===== src/rtl/uart_rx_os.sv =====
// rtl/uart_rx_os.sv - oversampled UART receiver with majority voting, parity and stop checking
//
// Receives frames of 1 start bit (0), DATA_WIDTH data bits LSB first, an
// optional parity bit and 1 stop bit (1). CLK runs at Prescale times the bit
// rate. Each bit is captured three times around its centre and resolved by
// majority vote.
//
// Ports:
//   CLK        oversampling clock
//   RST        synchronous reset, active high
//   RX_IN      serial line, idles high, already synchronised to CLK
//   PAR_EN     1 = frame carries a parity bit (latched at start detection)
//   PAR_TYP    0 = even parity, 1 = odd parity (latched at start detection)
//   Prescale   oversampling ratio, 8/16/32 (latched at start detection)
//   P_DATA     last good received word
//   Data_Valid one-cycle pulse when P_DATA holds a new error-free word
//   Par_Err    one-cycle pulse on parity mismatch
//   Stp_Err    one-cycle pulse when the stop bit is sampled as 0

module uart_rx_os #(
    parameter int DATA_WIDTH = 8,
    parameter int PRESCALE_W = 6
) (
    input  logic                  CLK,
    input  logic                  RST,
    input  logic                  RX_IN,
    input  logic                  PAR_EN,
    input  logic                  PAR_TYP,
    input  logic [PRESCALE_W-1:0] Prescale,
    output logic [DATA_WIDTH-1:0] P_DATA,
    output logic                  Data_Valid,
    output logic                  Par_Err,
    output logic                  Stp_Err
);

    localparam int BIT_W = (DATA_WIDTH > 1) ? $clog2(DATA_WIDTH) : 1;

    typedef enum logic [2:0] {
        IDLE   = 3'd0,
        START  = 3'd1,
        DATA   = 3'd2,
        PARITY = 3'd3,
        STOP   = 3'd4
    } state_t;

    state_t                state_q, state_d;

    logic [PRESCALE_W-1:0] edge_q, edge_d;
    logic [BIT_W-1:0]      bit_q, bit_d;
    logic [PRESCALE_W-1:0] presc_q, presc_d;
    logic                  par_en_q, par_en_d;
    logic                  par_typ_q, par_typ_d;
    logic [2:0]            smp_q, smp_d;
    logic [DATA_WIDTH-1:0] shift_q, shift_d;
    logic                  frame_err_q, frame_err_d;
    logic [DATA_WIDTH-1:0] p_data_q, p_data_d;
    logic                  dv_q, dv_d;
    logic                  pe_q, pe_d;
    logic                  se_q, se_d;

    logic [PRESCALE_W-1:0] half;
    logic                  bit_end;
    logic                  last_bit;
    logic                  maj;
    logic                  parity_exp;
    logic                  start_det;
    logic                  restart;

    assign half       = presc_q >> 1;
    assign bit_end    = (edge_q == (presc_q - PRESCALE_W'(1)));
    assign last_bit   = (bit_q == BIT_W'(DATA_WIDTH - 1));
    assign maj        = (smp_q[0] & smp_q[1]) | (smp_q[0] & smp_q[2]) | (smp_q[1] & smp_q[2]);
    assign parity_exp = (^shift_q) ^ par_typ_q;
    assign start_det  = (state_q == IDLE) && !RX_IN;
    // A low line at the end of the stop bit is the start bit of the next frame.
    assign restart    = (state_q == STOP) && bit_end && !RX_IN;

    // State register and all datapath registers
    always_ff @(posedge CLK) begin
        if (RST) begin
            state_q     <= IDLE;
            edge_q      <= '0;
            bit_q       <= '0;
            presc_q     <= '0;
            par_en_q    <= 1'b0;
            par_typ_q   <= 1'b0;
            smp_q       <= '0;
            shift_q     <= '0;
            frame_err_q <= 1'b0;
            p_data_q    <= '0;
            dv_q        <= 1'b0;
            pe_q        <= 1'b0;
            se_q        <= 1'b0;
        end else begin
            state_q     <= state_d;
            edge_q      <= edge_d;
            bit_q       <= bit_d;
            presc_q     <= presc_d;
            par_en_q    <= par_en_d;
            par_typ_q   <= par_typ_d;
            smp_q       <= smp_d;
            shift_q     <= shift_d;
            frame_err_q <= frame_err_d;
            p_data_q    <= p_data_d;
            dv_q        <= dv_d;
            pe_q        <= pe_d;
            se_q        <= se_d;
        end
    end

    // Next-state logic
    always_comb begin
        state_d = state_q;
        case (state_q)
            IDLE: begin
                if (!RX_IN) begin
                    state_d = START;
                end
            end
            START: begin
                // A start bit that votes high was a glitch.
                if (bit_end) begin
                    state_d = maj ? IDLE : DATA;
                end
            end
            DATA: begin
                if (bit_end && last_bit) begin
                    state_d = par_en_q ? PARITY : STOP;
                end
            end
            PARITY: begin
                if (bit_end) begin
                    state_d = STOP;
                end
            end
            STOP: begin
                if (bit_end) begin
                    state_d = RX_IN ? IDLE : START;
                end
            end
            default: state_d = IDLE;
        endcase
    end

    // Datapath and registered output next values
    always_comb begin
        edge_d      = edge_q;
        bit_d       = bit_q;
        presc_d     = presc_q;
        par_en_d    = par_en_q;
        par_typ_d   = par_typ_q;
        smp_d       = smp_q;
        shift_d     = shift_q;
        frame_err_d = frame_err_q;
        p_data_d    = p_data_q;
        dv_d        = 1'b0;
        pe_d        = 1'b0;
        se_d        = 1'b0;

        // Bit timing: edge counter idles at 0 and wraps at every bit end.
        if (state_q == IDLE || bit_end) begin
            edge_d = '0;
        end else begin
            edge_d = edge_q + PRESCALE_W'(1);
        end

        // Three captures centred on the middle of the bit.
        if (state_q != IDLE) begin
            if (edge_q == half - PRESCALE_W'(1)) begin
                smp_d[0] = RX_IN;
            end
            if (edge_q == half) begin
                smp_d[1] = RX_IN;
            end
            if (edge_q == half + PRESCALE_W'(1)) begin
                smp_d[2] = RX_IN;
            end
        end

        // Frame configuration is frozen for the whole frame.
        if (start_det || restart) begin
            presc_d     = Prescale;
            par_en_d    = PAR_EN;
            par_typ_d   = PAR_TYP;
            bit_d       = '0;
            frame_err_d = 1'b0;
        end

        if (bit_end) begin
            case (state_q)
                DATA: begin
                    shift_d = {maj, shift_q[DATA_WIDTH-1:1]};
                    bit_d   = last_bit ? '0 : bit_q + BIT_W'(1);
                end
                PARITY: begin
                    if (maj != parity_exp) begin
                        pe_d        = 1'b1;
                        frame_err_d = 1'b1;
                    end
                end
                STOP: begin
                    se_d = ~maj;
                    if (maj && !frame_err_q) begin
                        dv_d     = 1'b1;
                        p_data_d = shift_q;
                    end
                end
                default: ;
            endcase
        end
    end

    assign P_DATA     = p_data_q;
    assign Data_Valid = dv_q;
    assign Par_Err    = pe_q;
    assign Stp_Err    = se_q;

endmodule


===== config.mk =====
export PLATFORM = sky130hd
export DESIGN_NAME = uart_rx_os
export DESIGN_NICKNAME = d
export VERILOG_FILES = /design/src/rtl/uart_rx_os.sv
export SDC_FILE = /design/constraint.sdc
export NUM_CORES = 1
export LEC_CHECK = 0
export ABC_AREA = 1
export BUFFER_PORTS_ARGS = -buffer_cell sky130_fd_sc_hd__buf_4
export CAP_MARGIN = 40
export CORE_ASPECT_RATIO = 0.8
export CORE_MARGIN = 8
export CORE_UTILIZATION = 63
export CTS_CLUSTER_SIZE = 10
export DETAILED_ROUTE_END_ITERATION = 16
export PLACE_DENSITY = 0.84
export SLEW_MARGIN = 10
export SYNTH_ARGS = -nofsm -noshare
export SYNTH_HDL_FRONTEND = slang
export SYNTH_SLANG_ARGS = --single-unit

===== constraint.sdc =====
create_clock -name CLK -period 3.74 [get_ports CLK]
set_clock_uncertainty 0.05 [all_clocks]
set_input_delay 0.748 -clock CLK [delete_from_list [all_inputs] [get_ports CLK]]
set_output_delay 0.748 -clock CLK [all_outputs]
set_load 0.01 [all_outputs]

==> results of run 1 <==
[synth_stat cells]
cell / instances
buf_12: 1
o21ai_0: 11
xor2_1: 9
nand4_1: 1
o21ai_1: 3
dfxtp_1: 43
a21oi_2: 5
nand3_4: 1
nor3_2: 1
nor3b_1: 2
a21oi_1: 21
xnor2_1: 11
nand2_4: 3
nand3b_1: 1
nor2_2: 2
nand3_2: 2
nor2_1: 49
nand2_2: 9
ha_1: 7
or2_2: 1
nor2_8: 1
buf_6: 1
inv_2: 3
clkbuf_1: 3
nand2_1: 76
o22ai_1: 1
nor3_1: 6
nand3_1: 37
buf_2: 1
inv_1: 36
[per-layer routing]
layer / global-route usage, % / part of all wire [%] / vias up
met2: 26.7 / 41 / 72
li1: - / - / 1153
met5: 0 / 0 / -
met3: 5.14 / 7.6 / 5
met4: 6.40 / 0.87 / 0
met1: 26.3 / 50 / 986
[worst paths after layout]
path | to | slack, ns | from
setup / recovery | P_DATA[7] | 1.47 | presc_q[1]
hold / removal | P_DATA[3] | 0.42 | P_DATA[3]
setup reg to reg | P_DATA[7] | 1.47 | presc_q[1]
hold reg to reg | P_DATA[3] | 0.42 | P_DATA[3]
[critical path, cell delays in order, from the launching register on]
cell and delay, ns:
dfxtp_1 0.46, inv_1 0.13, ha_1 0.31, inv_1 0.04, nand2_1 0.05, nand2_1 0.04
nor2_1 0.15, nand2_1 0.09, nor2_2 0.15, nand3_4 0.15, nor2_8 0.20, nand2_2 0.15
nand2_1 0.12, a21oi_1 0.06
[registers in the layout, summed over array words and instances, names as in the netlist]
register     count
par_typ_q        1
par_en_q         1
P_DATA           8
state_q          3
shift_q          8
Par_Err          1
Stp_Err          1
edge_q           6
smp_q            3
Data_Valid       1
bit_q            3
frame_err_q      1
presc_q          6
[cells in the final DEF (no fill, tap or decap), types with 9 or more instances in the layout]
master,count
nor2_1,49
xnor2_1,11
nand3_1,37
dfxtp_1,43
inv_1,36
o21ai_0,11
nand2_2,9
xor2_1,9
a21oi_1,21
nand2_1,76
buf_4,21
[report_power, final]
| group | switching [mW] | internal (mW) |
|---|---|---|
| clock network | 0.166 | 0.199 |
| registers | 0.0642 | 0.505 |
| logic | 0.390 | 0.203 |
[per-stage QoR]
stage	instances	instance area (um2)	util, %	hold slack (ns)
after floorplan	348	2430	-	0.389
after global placement	407	2600	69.2	0.403
after detailed placement	407	2600	69.2	0.404
after CTS	415	2710	72.2	0.417
after global routing	415	2710	72.2	0.435
final	415	2710	72.2	0.415
[kinds of logic after synthesis]
kind of cell               after synthesis
AOI/OAI and AO/OA                       41
adders and majority gates                7
and+or+nand+nor                        192
buffers and inverters                   45
xor gates and xnor gates                20
DFF                                     43
[layout make-up]
class / count / share of cell area, %
sequential: 43 / 31.8
inverter: 39 / 5.40
clock buffer: 5 / 2.54
clock inverter: 3 / 1.62
tap: 44 / 2.03
multi-input combinational: 260 / 50.8
timing repair buffer: 21 / 5.82
==> results.sh, run 1 <==
export IMPL_status="complete, no violations"
export IMPL_final_max_slew_violation_count=0
export IMPL_cts_post_setup_buffers_inserted=0
export IMPL_timing_final_crit_share_pct=60.7
export IMPL_synth_yosys_seq_area_share_pct=35.4
export IMPL_antennaDiodeCount=0
export IMPL_cp_data_arrival_time_ns=2.41
export IMPL_detailed_place_hpwl_um=4070
export IMPL_drtAntennaViolNets=0
export IMPL_die_y_um=71.6
export IMPL_grt_setup_unrepaired="false"
export IMPL_route_vias_total=2216
export IMPL_cp_max_fo=10
export IMPL_cts_sinks=43
export IMPL_ys_seq_elements=43
export IMPL_ys_top_cells_by_area="dfxtp_1, nand2_1, nand3_1"
export IMPL_buffer_depth_of_the_longest_clock_path=2
export IMPL_initial_antenna_violation_count=0
export IMPL_ctsRootBufferMaster="clkbuf_8"
export IMPL_path_class="reg -> reg"
export IMPL_pwr_density_cell_nw_per_um2=563
export IMPL_worstHoldPathCells=2
export IMPL_final_power_mw=1.53
export IMPL_detail_route_first_pass_iterations=5
export IMPL_sort_of_element_at_the_end_of_the_critical_path="flip-flop"
export IMPL_hold_path_class="reg -> reg"
export IMPL_static_leakage_power_nw=1.22
export IMPL_route_detailed_drc=0
export IMPL_die_width_um=85.5
export IMPL_syn_area_um2=2430
export IMPL_timing_reg2reg_worst_path_depth=13
export IMPL_max_cap_violations=0
export IMPL_post_synth_inst_count=348
export IMPL_startpoint_type="flip-flop"
export IMPL_cts_resized=0
export IMPL_post_synth_top_area_cell="dfxtp_1"
export IMPL_finalSetupViolations=0
export IMPL_drive_above_1_share_pct=15.4
export IMPL_synthXorXnorAreaFrac_pct=7.20
export IMPL_die_area_um2=6120
export IMPL_detailedRoute_firstIterationViolations=113
export IMPL_route_final_wire_length_um=5400
export IMPL_drt_wirelength_per_cell_um=13.0
export IMPL_nNetsFinal=388
export IMPL_hold_viol=0
export IMPL_yosysWarnings=0
export IMPL_cts_hold_buf=0
export IMPL_place_port_buffers=21
export IMPL_placementRows=20
export IMPL_grt_start_max_net_pins=21
export IMPL_core_um2=3750
export IMPL_grt_use_total_pct=18.8
export IMPL_h_tree_depth=2
export IMPL_grt_pass1_vias=1953
export IMPL_tightestPinTransition_ns=0.659
export IMPL_setup_ws_ns=1.47
export IMPL_fraction_of_post_synthesis_cell_area_in_the_top_cell_type_by_area_pct=35.4
export IMPL_fmaxAchievable_mhz=441
export IMPL_final_total_negative_setup_slack_ns=0
export IMPL_synth_fp_nets=366
export IMPL_area_growth_synth_to_final_pct=11.4
export IMPL_initial_utilization_pct=64.8
export IMPL_cp_required_ns=3.88
export IMPL_tritoncts="built"
export IMPL_tritoncts_num_buffers=5
export IMPL_synth_top_family_by_area="simple AND/OR/NAND/NOR gates"
export IMPL_area_fraction_in_compound_gates_after_synthesis_pct=9.26
export IMPL_floorplan_io_pins=22
export IMPL_simple_gate_portion_of_the_synthesized_area_pct=36.6
export IMPL_finalWorstPathRequiredPeriod_ns=2.27
export IMPL_yosys_area_share_adder_pct=3.60
export IMPL_insertion_delay_ns=0.30
export IMPL_n_fill_cell=309
export IMPL_detail_route_vias_per_cell=5.34
export IMPL_worst_ir_drop_vdd_mv=0.388
export IMPL_grt_overflow_total=0
export IMPL_synth_lib_cells_used_distinct=30
export IMPL_grt_first_pass_wirelength_um=9200
export IMPL_area_sequential_um2=861
export IMPL_final_weighted_congestion_in_routability_driven_placement=0.946
export IMPL_timing_max_slew_rel_slack_pct=55.9
export IMPL_muxShareOfSynthArea_pct=0
export IMPL_place_ws_ns=1.51
export IMPL_multiInputGateArea_um2=1380
export IMPL_clkSlewWorstSetupHoldPaths_ns=0.08
export IMPL_synthesis_area_per_instance_um2=6.99
Note: power is estimated with default switching activity, not from simulation.
==> run 2: changes to the inputs <==
--- a/config.mk
+++ b/config.mk
@@ -10,10 +10,10 @@
 export CAP_MARGIN = 40
 export CORE_ASPECT_RATIO = 0.8
 export CORE_MARGIN = 8
-export CORE_UTILIZATION = 63
+export CORE_UTILIZATION = 53
 export CTS_CLUSTER_SIZE = 10
 export DETAILED_ROUTE_END_ITERATION = 16
-export PLACE_DENSITY = 0.84
+export PLACE_DENSITY = 0.75
 export SLEW_MARGIN = 10
 export SYNTH_ARGS = -nofsm -noshare
 export SYNTH_HDL_FRONTEND = slang
==> constraint.sdc (replaced) <==
create_clock -name CLK -period 2 [get_ports CLK]
set_clock_uncertainty 0.05 [all_clocks]
set_input_delay 0.4 -clock CLK [delete_from_list [all_inputs] [get_ports CLK]]
set_output_delay 0.4 -clock CLK [all_outputs]
set_load 0.01 [all_outputs]
==> run 2 against run 1 <==
Critical path type unchanged. Flip-flop and latch count stayed put. Clock power is 92% higher. Sequential share of layout area is 2.7 points lower. Largest power group unchanged. Clock-buffer cell count stayed put. Core utilization is 6.3 points lower. Final cell count is 6.7% higher. Sequential power is 85% higher. Total power is 100% higher. Worst setup slack worse by 1.5 ns.
==> results.sh, run 2 (synthesis results as in run 1) <==
export IMPL_hold_viol=0
export IMPL_die_y_um=76.6
export IMPL_cts_hold_buf=0
export IMPL_layout_commonest_cell="nand2_1"
export IMPL_tritoncts_num_buffers=5
export IMPL_nNetsFinal=400
export IMPL_cpLargestDelayFamily="simple AND/OR/NAND/NOR gates"
export IMPL_route_final_wire_length_um=6070
export IMPL_placed_cell_area_um2=2690
export IMPL_place_port_buffers=21
export IMPL_grt_pass1_vias=2077
export IMPL_fin_hold_ws_ns=0.314
export IMPL_cp_common_cell="nand2_1"
export IMPL_startpoint_type="flip-flop"
export IMPL_placementRows=22
export IMPL_pwr_density_cell_nw_per_um2=1050
export IMPL_die_area_um2=7030
export IMPL_route_vias_total=2295
export IMPL_hold_path_class="in -> reg"
export IMPL_floorplan_io_pins=22
export IMPL_worst_path_buf_inv=3
export IMPL_initial_antenna_violation_count=0
export IMPL_fmaxAchievable_mhz=503
export IMPL_detail_route_vias_per_cell=5.18
export IMPL_grt_start_max_net_pins=21
export IMPL_cp_max_fo=8
export IMPL_sort_of_element_at_the_end_of_the_critical_path="flip-flop"
export IMPL_cp_slowest_stage_delay_ns=0.34
export IMPL_grt_overflow_total=0
export IMPL_final_power_mw=3.12
export IMPL_cp_required_ns=2.17
export IMPL_status="complete, no violations"
export IMPL_area_growth_synth_to_final_pct=22.4
export IMPL_finalSetupViolations=0
export IMPL_clkSlewWorstSetupHoldPaths_ns=0.08
export IMPL_die_width_um=91.7
export IMPL_worst_ir_drop_vdd_mv=0.628
export IMPL_timing_max_slew_rel_slack_pct=41.7
export IMPL_core_um2=4510
export IMPL_detail_route_first_pass_iterations=4
export IMPL_grt_first_pass_wirelength_um=9790
export IMPL_final_design_area_no_fill_um2=2980
export IMPL_final_weighted_congestion_in_routability_driven_placement=0.909
export IMPL_h_tree_depth=2
export IMPL_crit_path_max_delay_cell_type="dfxtp_2"
export IMPL_cp_data_arrival_time_ns=2.16
export IMPL_tightestPinTransition_ns=0.871
export IMPL_static_leakage_power_nw=1.29
export IMPL_max_cap_violations=0
export IMPL_mostFrequentLayoutCells="nand2_1, nor2_1, dfxtp_1, inv_1, nand3_1"
export IMPL_insertion_delay_ns=0.30
export IMPL_timing_final_crit_share_pct=99.4
export IMPL_ctsRootBufferMaster="clkbuf_8"
export IMPL_tritoncts="built"
export IMPL_worstPathCellList="inv_2 > ha_4 > inv_2 > nand2_1 > nand2_1 > nor2_2 > nand2_1 > nor2_2 > nand3_4 > nand2_4 > buf_12 > nand3_2 > a21oi_2"
export IMPL_cts_sinks=43
export IMPL_initial_utilization_pct=53.9
export IMPL_buffer_depth_of_the_longest_clock_path=2
export IMPL_final_total_negative_setup_slack_ns=0
export IMPL_detailedRoute_firstIterationViolations=174
export IMPL_drt_wirelength_per_cell_um=13.7
export IMPL_detailed_place_hpwl_um=4240
export IMPL_antennaDiodeCount=0
export IMPL_grt_setup_unrepaired="true"
export IMPL_path_class="reg -> reg"
export IMPL_drive_above_1_share_pct=25.3
export IMPL_drtAntennaViolNets=0
export IMPL_finalWorstPathRequiredPeriod_ns=1.99
export IMPL_grt_use_total_pct=16.7
export IMPL_final_max_slew_violation_count=0
export IMPL_route_detailed_drc=0
-- run 2: stage by stage --
stage	setup slack [ns]	std cells	util [%]
after floorplan	0.0353	348	-
after global placement	-0.00130	431	59.6
after detailed placement	-0.0759	431	59.6
after CTS	0.00642	439	62.6
after global routing	-0.0879	443	65.9
final	0.0123	443	65.9
-- run 2: timing repair --
| action | CTS | global route |
|---|---|---|
| gates cloned | 0 | 1 |
| endpoints found under the setup margin | 19 | 39 |
| setup buffers | 0 | 3 |
| pin swaps | 0 | 11 |
| resized for setup | 4 | 32 |
-- run 2: final cells by class --
cell class / count / area (um2)
Fill cell: 389 / 1540
Multi-Input combinational cell: 261 / 1520
Sequential cell: 43 / 865
Timing Repair Buffer: 32 / 253
Inverter: 39 / 146
Tap cell: 60 / 75.1
Clock buffer: 5 / 68.8
Clock inverter: 3 / 46.3
-- run 2: power by group --
| part | switching, mW | leakage (nW) | internal (mW) |
|---|---|---|---|
| clock network | 0.324 | 0.0548 | 0.377 |
| registers | 0.104 | 0.350 | 0.946 |
| logic | 0.869 | 0.881 | 0.504 |
-- run 2: routing by layer --
metal	track usage [%]	routed length, um	vias up
met5	0	0	-
met4	3.37	70	0
met3	4.04	383	9
met2	23.3	2660	67
met1	24.7	2960	1041
li1	-	-	1178
-- run 2: worst min-delay path, cell delays in order --
cell     delay [ns]
buf_4          0.11
nand3_2        0.06
a21oi_2        0.04
-- run 2: worst paths after layout --
check	startpoint	to	slack, ns	depth (start not counted)
worst min-delay path	Prescale[2]	presc_q[2]	0.31	3
worst min register to register	P_DATA[3]	P_DATA[3]	0.42	2
worst max register to register	presc_q[1]	presc_q[1]	0.01	13
worst max-delay path	presc_q[1]	presc_q[1]	0.01	13
==> run 3: changes to the inputs <==
--- a/config.mk
+++ b/config.mk
@@ -8,7 +8,7 @@
 export ABC_AREA = 1
 export BUFFER_PORTS_ARGS = -buffer_cell sky130_fd_sc_hd__buf_4
 export CAP_MARGIN = 40
-export CORE_ASPECT_RATIO = 0.8
+export CORE_ASPECT_RATIO = 0.5
 export CORE_MARGIN = 8
 export CORE_UTILIZATION = 53
 export CTS_CLUSTER_SIZE = 10
==> run 3 against run 2 <==
Critical path type unchanged. Cell area shrank 1.4%. Highest routed layer unchanged. Worst hold slack lost 0.0040 ns. Flip-flop and latch count is the same. Largest power group unchanged. Non-clock buffer count shrank 2.
==> results.sh, run 3 (synthesis results as in run 1) <==
export IMPL_route_vias_total=2306
export IMPL_r2r_start="presc_q[1]"
export IMPL_tritoncts="built"
export IMPL_final_power_mw=2.97
export IMPL_endpoint="P_DATA[1]"
export IMPL_die_area_um2=7140
export IMPL_hold_viol=0
export IMPL_grt_use_total_pct=16.1
export IMPL_timing_max_slew_rel_slack_pct=52.8
export IMPL_ctsRootBufferMaster="clkbuf_8"
export IMPL_grt_overflow_total=0
export IMPL_antennaDiodeCount=0
export IMPL_initial_utilization_pct=55.2
export IMPL_floorplan_io_pins=22
export IMPL_initial_antenna_violation_count=0
export IMPL_tritoncts_num_buffers=5
export IMPL_buffer_depth_of_the_longest_clock_path=2
export IMPL_cts_hold_buf=0
export IMPL_n_fill_cell=364
export IMPL_regToRegEndpoint="P_DATA[1]"
export IMPL_timing_final_crit_share_pct=99.1
export IMPL_nNetsFinal=397
export IMPL_status="complete, no violations"
export IMPL_drtAntennaViolNets=0
export IMPL_cp_required_ns=2.19
export IMPL_die_width_um=112
export IMPL_place_ws_ns=-0.00904
export IMPL_insertion_delay_ns=0.29
export IMPL_detail_route_vias_per_cell=5.28
export IMPL_detailedRoute_firstIterationViolations=119
export IMPL_grt_setup_unrepaired="true"
export IMPL_final_weighted_congestion_in_routability_driven_placement=0.923
export IMPL_hp_start="Prescale[1]"
export IMPL_sort_of_element_at_the_end_of_the_critical_path="flip-flop"
export IMPL_pwr_density_cell_nw_per_um2=1010
export IMPL_max_cap_violations=0
export IMPL_finalWorstPathRequiredPeriod_ns=1.98
export IMPL_finalSetupViolations=0
export IMPL_critical_path_startpoint="presc_q[1]"
export IMPL_final_max_slew_violation_count=0
export IMPL_place_port_buffers=21
export IMPL_final_total_negative_setup_slack_ns=0
export IMPL_placementRows=17
export IMPL_drive_above_1_share_pct=25.3
export IMPL_grt_pass1_vias=2254
export IMPL_detail_route_first_pass_iterations=4
export IMPL_route_detailed_drc=0
export IMPL_fmaxAchievable_mhz=505
export IMPL_clkSlewWorstSetupHoldPaths_ns=0.08
export IMPL_timing_reg2reg_worst_path_depth=13
export IMPL_core_um2=4400
export IMPL_worst_ir_drop_vdd_mv=0.396
export IMPL_hold_path_class="in -> reg"
export IMPL_die_y_um=63.9
export IMPL_cp_max_fo=5
export IMPL_grt_start_max_net_pins=21
export IMPL_static_leakage_power_nw=1.28
export IMPL_detailed_place_hpwl_um=4210
export IMPL_ff2ff_setup_slack_ns=0.02
export IMPL_drt_wirelength_per_cell_um=13.2
export IMPL_h_tree_depth=2
export IMPL_cts_sinks=43
export IMPL_setup_ws_ns=0.0180
export IMPL_layout_commonest_cell="nand2_1"
export IMPL_grt_first_pass_wirelength_um=9560
export IMPL_cp_data_arrival_time_ns=2.17
export IMPL_mostFrequentLayoutCells="nand2_1, nor2_1, dfxtp_1, inv_1, buf_4"
export IMPL_startpoint_type="flip-flop"
export IMPL_route_final_wire_length_um=5780
export IMPL_path_class="reg -> reg"
export IMPL_tightestPinTransition_ns=0.707
export IMPL_area_growth_synth_to_final_pct=20.7
## run 3: cell types whose count changed in the layout (fill, tap and decap cells not counted), sizes merged
cell	delta
nor2	-1
inv	-1
bufinv	-1
buf	-2
clkbuf	+1
clkinv	+1
## run 3: what timing repair did
action,in CTS,in global routing
pin swaps,1,23
setup endpoints to repair,11,40
resized for setup,3,35
buffers inserted,2,0
## run 3: worst min-delay path by stage
stage                 end  cells after the start
6_report       presc_q[1]                      3
5_1_grt        presc_q[4]                      3
4_1_cts          smp_q[2]                      3
3_5_place_dp    P_DATA[4]                      2
3_3_place_gp    P_DATA[3]                      2
2_1_floorplan   par_typ_q                      2
## run 3: area by class of cell
type | instances | area, um2 | share of cell area [%]
flip-flops and latches | 43 | 863 | 29.4
clock inverters | 2 | 16.3 | 0.554
multi-input cells | 260 | 1510 | 51.4
repair buffers | 30 | 245 | 8.35
clock buffers | 6 | 82.6 | 2.81
well taps | 57 | 71.3 | 2.43
inverters | 39 | 149 | 5.07
## run 3: per-stage QoR
step / instances / utilization (%) / hold WS [ns] / instance area [um2]
after floorplan: 348 / - / 0.389 / 2430
after global placement: 427 / 60.6 / 0.401 / 2670
after detailed placement: 427 / 60.6 / 0.405 / 2670
after CTS: 437 / 63.8 / 0.331 / 2810
after global routing: 437 / 66.7 / 0.307 / 2940
final: 437 / 66.7 / 0.310 / 2940
## run 3: critical path: stages, from the launching register on
cell     delay (ns)
dfxtp_2        0.35
inv_2          0.06
ha_4           0.27
inv_2          0.02
nand2_1        0.05
nand2_1        0.06
nor2_2         0.12
nand2_1        0.08
nor2_2         0.17
nand3_4        0.17
nor2_8         0.16
buf_4          0.13
nand3_1        0.08
a21oi_2        0.15
## run 3: metal layers
metal	vias to the layer above	GRT usage, %	wire length, um	share of wire, %
li1	1177	-	-	-
met1	1071	18.2	2550	44
met2	53	29.2	2920	50
met3	5	3.65	267	4.6
met4	0	6.58	40	0.69
met5	-	0	0	0
## run 3: power by group
group / switching, mW / internal, mW / leakage (nW)
clock network: 0.307 / 0.282 / 0.0474
logic: 0.857 / 0.477 / 0.888
registers: 0.106 / 0.945 / 0.349
total: 1.27 / 1.70 / 1.28
